===== src/rtl/i2c_codec_init_seq.sv =====
// WM8731 power-up sequencer: walks an 11-entry register table through the 24-bit
// I2C write engine, one transfer per entry, with NACK retries and a per-state watchdog.
`timescale 1ns/1ps

module i2c_codec_init_seq #(
    parameter logic [7:0] DEV_ADDR   = 8'h34,
    parameter int         MAX_TRIES  = 3,
    parameter int         GAP_CYCLES = 16,
    parameter int         TIMEOUT    = 64
) (
    input  logic        clk,
    input  logic        reset,
    input  logic        iStart,
    input  logic        iReady,
    input  logic        iNACK,
    output logic        oGO,
    output logic [23:0] oDATA,
    output logic        oBusy,
    output logic        oDone,
    output logic        oError,
    output logic [3:0]  oIndex
);

    localparam logic [3:0] LAST_IDX = 4'd10;
    localparam int CNT_MAX = (TIMEOUT > GAP_CYCLES) ? TIMEOUT : GAP_CYCLES;
    localparam int CNT_W   = $clog2(CNT_MAX + 1);
    localparam int TRY_W   = (MAX_TRIES > 1) ? $clog2(MAX_TRIES) : 1;

    typedef enum logic [2:0] {
        S_IDLE, S_ISSUE, S_WAIT_DONE, S_CHECK, S_GAP, S_DONE, S_ERROR
    } state_e;

    // Codec register image {reg[6:0], data[8:0]}; the activate write must stay last.
    function automatic logic [15:0] table_entry(input logic [3:0] idx);
        case (idx)
            4'd0:    return 16'h1E00;
            4'd1:    return 16'h0C00;
            4'd2:    return 16'h0097;
            4'd3:    return 16'h0297;
            4'd4:    return 16'h0479;
            4'd5:    return 16'h0679;
            4'd6:    return 16'h0812;
            4'd7:    return 16'h0A00;
            4'd8:    return 16'h0E42;
            4'd9:    return 16'h1000;
            4'd10:   return 16'h1201;
            default: return 16'h0000;
        endcase
    endfunction

    state_e           state_q, state_d;
    logic [3:0]       index_q, index_d;
    logic [TRY_W-1:0] tries_q, tries_d;
    logic [CNT_W-1:0] cnt_q,   cnt_d;
    logic [23:0]      data_q,  data_d;
    logic             start_q;

    logic start_edge, wd_expired, gap_done, retry_ok;

    assign start_edge = iStart & ~start_q;
    assign wd_expired = (cnt_q == CNT_W'(TIMEOUT - 1));
    assign gap_done   = (cnt_q == CNT_W'(GAP_CYCLES - 1));
    assign retry_ok   = (int'(tries_q) + 1) < MAX_TRIES;

    always_ff @(posedge clk or posedge reset) begin
        if (reset) begin
            state_q <= S_IDLE;
            index_q <= '0;
            tries_q <= '0;
            cnt_q   <= '0;
            data_q  <= '0;
            start_q <= 1'b0;
        end else begin
            // NOTE: non-blocking so every register samples the pre-edge values of the others.
            state_q <= state_d;
            index_q <= index_d;
            tries_q <= tries_d;
            cnt_q   <= cnt_d;
            data_q  <= data_d;
            start_q <= iStart;
        end
    end

    always_comb begin
        // NOTE: defaults first so every path assigns every signal and no latch is inferred.
        state_d = state_q;
        index_d = index_q;
        tries_d = tries_q;

        case (state_q)
            S_IDLE, S_DONE, S_ERROR: begin
                if (start_edge) begin
                    state_d = S_ISSUE;
                    index_d = '0;
                    tries_d = '0;
                end
            end
            S_ISSUE: begin
                if (!iReady)         state_d = S_WAIT_DONE;
                else if (wd_expired) state_d = S_ERROR;
            end
            S_WAIT_DONE: begin
                if (iReady)          state_d = S_CHECK;
                else if (wd_expired) state_d = S_ERROR;
            end
            S_CHECK: begin
                if (!iNACK) begin
                    if (index_q == LAST_IDX) begin
                        state_d = S_DONE;
                    end else begin
                        index_d = index_q + 4'd1;
                        tries_d = '0;
                        state_d = S_GAP;
                    end
                end else if (retry_ok) begin
                    tries_d = tries_q + 1'b1;
                    state_d = S_GAP;
                end else begin
                    state_d = S_ERROR;
                end
            end
            S_GAP: begin
                if (gap_done) state_d = S_ISSUE;
            end
            default: state_d = S_IDLE;
        endcase

        // Counter restarts on every state entry and only runs where something is timed.
        if (state_d != state_q)
            cnt_d = '0;
        else if (state_q inside {S_ISSUE, S_WAIT_DONE, S_GAP})
            cnt_d = cnt_q + 1'b1;
        else
            cnt_d = '0;

        // Payload is latched once on ISSUE entry and held until the next one.
        if (state_d == S_ISSUE && state_q != S_ISSUE)
            data_d = {DEV_ADDR, table_entry(index_d)};
        else
            data_d = data_q;
    end

    always_comb begin
        oGO    = (state_q == S_ISSUE);
        oBusy  = state_q inside {S_ISSUE, S_WAIT_DONE, S_CHECK, S_GAP};
        oDone  = (state_q == S_DONE);
        oError = (state_q == S_ERROR);
        oDATA  = data_q;
        oIndex = index_q;
    end

endmodule

===== config.mk =====
export PLATFORM = sky130hd
export DESIGN_NAME = i2c_codec_init_seq
export DESIGN_NICKNAME = d
export VERILOG_FILES = /design/src/rtl/i2c_codec_init_seq.sv
export SDC_FILE = /design/constraint.sdc
export NUM_CORES = 1
export LEC_CHECK = 0
export ABC_CLOCK_PERIOD_IN_PS = 3200
export BUFFER_PORTS_ARGS = -buffer_cell sky130_fd_sc_hd__buf_2
export CORE_ASPECT_RATIO = 2
export CORE_MARGIN = 10
export CORE_UTILIZATION = 57
export CTS_BUF_LIST = sky130_fd_sc_hd__clkbuf_8
export DETAILED_ROUTE_END_ITERATION = 10
export PLACE_DENSITY = 0.82
export SKIP_LAST_GASP = 1
export SYNTH_ARGS = -nofsm -noshare
export SYNTH_HDL_FRONTEND = slang
export SYNTH_SLANG_ARGS = --single-unit

===== constraint.sdc =====
create_clock -name clk -period 3.2 [get_ports clk]
set_input_delay 0 -clock clk [delete_from_list [all_inputs] [get_ports clk]]
set_output_delay 0 -clock clk [all_outputs]
set_load 0.01 [all_outputs]

==> run metrics, run 1 <==
# IOs 37; First DRT Iteration DRCs 41; synthesis-stage register bit count 28; drt pass-1 iters 5; Die ar. 6366 um^2; Die Ht roughly 100 um; Gate Count Post-Synth 203; routability cong. ~0.86; Final Cycle Share between 80% and 90%; Clock Sink Count 28; drt drc 0; Synth top area share 35.44%; vias post-DR ~1,500; global-route wire length before repair slightly below 7 mm; Post-synth top cells dfrtp_1 (28), nor2_1 (17), buf_4 (16); Clock Tree Buf Depth 2; post-route cell area ~2100 um^2; die width 61.64 um; Hold WC Path Type input pin to flop; Sum Neg Setup Slack 0 ns; leakage 1.041 nW; Starting Density between 50% and 60%; placed cell count between 200 and 250; fill count about 290; highest clock rate roughly 380 MHz; clk_skew around 0.012 ns; DRT Wirelength between 4 and 5 mm; Max IR drop VDD around 420 uV; Relative slew margins approximately 30%; Pwr Density between 700 and 800 nW/um^2; Synth Cell Area around 2000 um^2; total grt overflow 0; row cnt 30; YS warnings 0; Final min period ~2.6 ns; DR WL/cell approximately 17 um; Crit Path Category flop to flop; Cell variety after synth 56; placement-stage cell area just over 2000 um^2; Cell Count, Final, Fillers Out 255; RSZ-0062 raised after global routing false; worst-margin pin slew between 1 and 1.5 ns; Via density about 5.9; antenna viol nets, final 0; Final Hold Viols 0; nets@finish about 240; top cells by area, synth dfrtp_1 (35%), ha_1 (6.3%), buf_4 (6.1%), mux2_4 (6.1%), nor2_1 (3.2%); Num CTS Buffers 3; Synth Flop Type dfrtp_1; Setup crit end kind flop; status completed; final setup fails 0; FFs w/ async S/R, synth 100.0%; largest area contributor in the netlist dfrtp_1; Max-Cap Viols 0; pin count of the biggest net entering global routing 29; share of layout cells above drive strength 1 a little over a quarter; synth-to-layout area growth 6.836%; Post-CTS Setup Inserts 0; Core Box Area 3378 um^2; ANT cells 0; count of final max-slew check failures 0; WP data required approximately 3.4 ns; initial antenna violation count 0; H-Tree Depth 1; clk root buf clkbuf_8; count leader, synth dfrtp_1; number of synthesized flops with an enable pin 0; port bufs 27; dpl hpwl ~3.3 mm; Clock Pin Slew Worst Setup and Hold Paths around 0.10 ns; Worst-Skew Late Latency between 0.2 and 0.3 ns; worst path arrival time between 2 and 3 ns; crit path launch type flop; vias in the first global route roughly 1,500; synthesized area per cell slightly below 10 um^2; CTS tree done; sequential share of the synthesized area 35.44%; CP max FO 18; GRT Total Usage 14.10%
-- metrics by stage --
stage | hold WS [ns] | utilization, % | worst slack [ns] | power, W
6_report | 0.07841 | 62.52 | 0.5723 | 0.001569
3_3_place_gp | 0.1234 | 59.81 | 0.6417 | 0.001264
2_1_floorplan | 0.03143 | - | 0.8672 | 0.001144
3_5_place_dp | 0.1248 | 59.81 | 0.5866 | 0.001292
5_1_grt | 0.1063 | 62.52 | 0.3874 | 0.001683
4_1_cts | 0.06915 | 62.52 | 0.5781 | 0.001574
-- timing repair --
action,in CTS,in global routing
hold buffers,2,0
resized for setup,0,0
endpoints found under the hold margin,17,0
-- logic make-up after synthesis --
group           after synthesis  synth area share [%]
flops                        28                 35.44
mux                          12                 8.165
xor+xnor                      6                 2.659
buf+inv                      36                 11.33
simple gates                 65                 19.11
other cells                   1                0.1897
fa+ha+maj                    10                 6.329
compound gates               45                 16.77
-- critical path: stages, from the launching register on --
cell and delay, ns:
dfrtp_1 0.73, nand3b_4 0.24, nor4b_1 0.38, a311o_1 0.45
inv_4 0.07, ha_1 0.30, inv_1 0.06, mux2i_1 0.06
mux2_4 0.26
-- sequential cells by signal (all words and copies together), names as in the netlist --
signal and count:
start_q 1, oDATA 11, tries_q 2, cnt_q 7
oIndex 4, state_q 3
-- report_power, final --
| group | switching [W] | internal, W | leakage, nW | total (W) |
|---|---|---|---|---|
| Sequential | 0.000126 | 0.000432 | 0.359 | 0.000558 |
| Combinational | 0.000397 | 0.000328 | 0.646 | 0.000725 |
| Clock | 0.000118 | 0.000168 | 0.0357 | 0.000286 |
| Total | 0.000641 | 0.000928 | 1.04 | 0.00157 |
-- path summary, 6_finish.rpt --
kind | start | end | slack [ns] | depth (start not counted)
worst min register to register | cnt_q[0] | cnt_q[0] | 0.47 | 1
worst min-delay path | iReady | state_q[1] | 0.08 | 4
worst max register to register | state_q[1] | oDATA[11] | 0.57 | 8
min in group asynchronous | reset | oDATA[10] | 0.51 | 3
worst max-delay path | state_q[1] | oDATA[11] | 0.57 | 8
max in group asynchronous | reset | oIndex[0] | 2.04 | 3
-- per-layer routing --
metal / up-vias / share of wire, % / global-route usage [%] / routed length [um]
met3: 14 / 3.4 / 2.078 / 145
met1: 725 / 38 / 15.08 / 1611
met4: 0 / 3.2 / 7.093 / 136
met2: 34 / 55 / 25.26 / 2340
met5: - / 0 / 0 / 0
li1: 728 / - / - / -
-- placed cells by master (no fill, tap or decap), types with 2 or more instances in the layout --
cell type      netlist  final
conb_1               1      9
o21bai_1             3      3
o21ai_0              9      9
inv_1               11     11
and2_1               2      2
nand2_1             13     13
and3_1               4      4
o31ai_1              2      2
xor2_1               3      3
dlygate4sd3_1        0      2
inv_2                2      2
clkbuf_8             0      3
buf_2                3     27
mux2_4               8      8
a21oi_1             10     10
nand2b_1             4      4
nand4_1              2      2
dfrtp_1             28     28
ha_1                10     10
nand3_1              7      7
xnor2_1              3      3
a211oi_1             6      6
mux2i_1              3      3
nor2_1              17     17
o32ai_1              2      2
-- cell type report --
cell class	count	area (um^2)	area share (%)
clock inverter	1	30.03	1.422
clock buffer	3	41.29	1.955
timing repair buffer	30	162.7	7.701
tap	32	40.04	1.896
sequential	28	700.7	33.18
inverter	14	55.05	2.607
multi-input combinational	147	1082	51.24
No activity file was read; power rests on OpenSTA's default activity.
==> run 2: changes to the inputs <==
--- a/config.mk
+++ b/config.mk
@@ -5,7 +5,8 @@
 export SDC_FILE = /design/constraint.sdc
 export NUM_CORES = 1
 export LEC_CHECK = 0
-export ABC_CLOCK_PERIOD_IN_PS = 3200
+export ABC_AREA = 1
+export ABC_CLOCK_PERIOD_IN_PS = 2450
 export BUFFER_PORTS_ARGS = -buffer_cell sky130_fd_sc_hd__buf_2
 export CORE_ASPECT_RATIO = 2
 export CORE_MARGIN = 10
==> constraint.sdc (replaced) <==
create_clock -name clk -period 2.45 [get_ports clk]
set_input_delay 0 -clock clk [delete_from_list [all_inputs] [get_ports clk]]
set_output_delay 0 -clock clk [all_outputs]
set_load 0.01 [all_outputs]
==> run 2 against run 1 <==
- via count increased by 7.5%
- design area fell by 3.3%
- register-to-register slack lost 0.31 ns
- sequential power up 20%
- first-iteration DRC count decreased by 32%
- combinational power increased by 45%
- synthesized cell count rose by 26%
- largest power group unchanged
- hold slack worse by 0.030 ns
- flip-flop and latch count is the same
- clock skew fell by 0.0075 ns
==> run metrics, run 2 <==
CP max FO 12; Starting Density between 50% and 60%; Setup Slack @ Placement between 0.2 and 0.3 ns; min-delay src iNACK; Clock Tree Buf Depth 2; Final Cycle Share slightly below 90%; row cnt 29; Synth top area share 37.91%; pin count of the biggest net entering global routing 29; DRT Wirelength 4.228 mm; count leader, synth nand2_1; Clock Pin Slew Worst Setup and Hold Paths approximately 0.1 ns; synthesis-stage register bit count 28; die width 60.26 um; CP Cell Sequence ha_1 -> nand3_1 -> nor2_1 -> inv_1 -> a21oi_1 -> nand3_2 -> nor2_1 -> nand3_1 -> nand2_1 -> nand2_1; crit path launch type flop; highest clock rate ~460 MHz; drt drc 0; antenna viol nets, final 0; FFs w/ async S/R, synth between 90% and 100%; Gate Count Post-Synth between 200 and 300; worst path arrival time 2.36 ns; clk_skew roughly 0.0046 ns; Clock Sink Count 28; CTS tree done; drt pass-1 iters 4; Setup crit start cnt_q[0]; initial antenna violation count 0; CP max stage delay around 0.38 ns; share of layout cells above drive strength 1 16.31%; port bufs 27; H-Tree Depth 1; Worst-Skew Late Latency roughly 0.28 ns; Synth Flop Type dfrtp_1; dpl hpwl 3.376 mm; WP data required between 2 and 3 ns; global-route wire length before repair between 7 and 8 mm; largest area contributor in the netlist dfrtp_1; worst r2r src cnt_q[0]; max FFs per register 11; synthesized area per cell roughly 7.2 um^2; GRT Total Usage between 10% and 20%; Crit Path Category flop to flop; vias post-DR 1,614; First DRT Iteration DRCs 28; top cells by area, synth dfrtp_1 (38%), nand2_1 (17%), ha_1 (6.8%), nand3_1 (6.2%), buf_4 (6.1%); total power between 0.002 and 0.0025 W; final setup fails 0; most common cell after layout, fill and taps aside nand2_1; Num CTS Buffers 3; WHS between 0.04 and 0.05 ns; Final Hold Viols 0; # IOs 37; Synth Cell Area approximately 1800 um^2; synth-to-layout area growth 10.56%; ANT cells 0; sequential share of the synthesized area between 30 and 40%; Hold WC Path Type input pin to flop; min setup slack post-route roughly 0.26 ns; nets@finish slightly below 300; Cell Count, Final, Fillers Out around 310; Die Ht roughly 100 um; slowest stage cell, crit path dfrtp_1; Cell variety after synth 26; Pwr Density around 1000 nW/um^2; Max-Cap Viols 0; Sum Neg Setup Slack 0 ns; Setup crit end kind flop; commonest non-fill, non-tap cells in the layout nand2_1 (83), inv_1 (29), dfrtp_1 (28), nor2_1 (27), buf_2 (27); Post-synth top cells nand2_1 (83), inv_1 (29), dfrtp_1 (28); clk root buf clkbuf_8; routability cong. ~0.9; placed cell count between 300 and 400; number of synthesized flops with an enable pin 0; Via density 5.157; leakage between 1 and 1.5 nW; count of final max-slew check failures 0; Final min period around 2.2 ns; Core Box Area 3157 um^2; YS warnings 0; status completed; Die ar. about 6100 um^2; Max IR drop VDD ~900 uV; vias in the first global route around 1,700; DR WL/cell 13.51 um; total grt overflow 0
-- run 2: cell types whose count changed in the layout (fill, tap and decap cells not counted), sizes merged, moves of 3 or more --
cell	before	now
a211oi	8	0
a21oi	11	4
and3	4	0
inv	14	32
mux2	9	0
mux2i	3	0
nand2	14	84
nand2b	4	0
nand3	7	25
nor2	18	29
o21bai	3	0
xnor2	3	0
-- run 2: cell families after synthesis --
family,synth area share [%]
XOR/XNOR,1.896
adder cells (fa/ha/maj),6.770
other,0.2029
AO/OA/AOI/OAI,5.958
buffers and inverters,12.59
flip-flops,37.91
AND/OR/NAND/NOR,34.67
-- run 2: area by class of cell --
class | instances | area, um^2
Multi-Input combinational cell | 188 | 949.7
Tap cell | 31 | 38.79
Inverter | 32 | 120.1
Sequential cell | 28 | 700.7
Fill cell | 296 | 1114
Clock inverter | 1 | 30.03
Timing Repair Buffer | 30 | 162.7
Clock buffer | 3 | 41.29
-- run 2: layer usage --
layer  part of all wire, %  up-vias  global-route usage (%)  wire length [um]
met1                    34      733                   12.72              1420
met2                    59       36                   27.95              2482
met5                     0        -                       0                 0
li1                      -      827                       -                 -
met4                   4.4        0                   8.681               188
met3                   3.2       18                   2.273               137
-- run 2: worst max-delay path, delay by kind of cell (launching register included) --
family | cells | cell delay [ns]
buffers and inverters | 1 | 0.05
AND/OR/NAND/NOR | 7 | 1.20
flip-flops | 1 | 0.38
AO/OA/AOI/OAI | 1 | 0.27
adder cells (fa/ha/maj) | 1 | 0.19
-- run 2: timing repair --
| item | in CTS | in global routing |
|---|---|---|
| hold buffers | 2 | 0 |
| setup endpoints to repair | 0 | 2 |
| buffers inserted | 0 | 0 |
| resized for setup | 0 | 1 |
| endpoints found under the hold margin | 29 | 0 |
-- run 2: metrics by stage --
| stage | instance area [um^2] | utilization [%] |
|---|---|---|
| after floorplan | 1878 | - |
| after global placement | 1947 | 61.67 |
| after detailed placement | 1947 | 61.67 |
| after CTS | 2038 | 64.57 |
| after global routing | 2043 | 64.72 |
| final | 2043 | 64.72 |
-- run 2: power by group --
part | switching (W) | total (W) | internal (W)
Sequential | 0.000109 | 0.000672 | 0.000563
Clock | 0.000149 | 0.000367 | 0.000219
Combinational | 0.000706 | 0.00105 | 0.000346
-- run 2: final timing paths --
| path | end | slack [ns] | depth (start not counted) |
|---|---|---|---|
| setup / recovery | oDATA[6] | 0.26 | 10 |
| hold reg to reg | oDATA[1] | 0.49 | 2 |
| max in group asynchronous | tries_q[0] | 1.86 | 4 |
| setup reg to reg | oDATA[6] | 0.26 | 10 |
| min in group asynchronous | oDATA[18] | 0.31 | 4 |
| hold / removal | tries_q[1] | 0.05 | 3 |
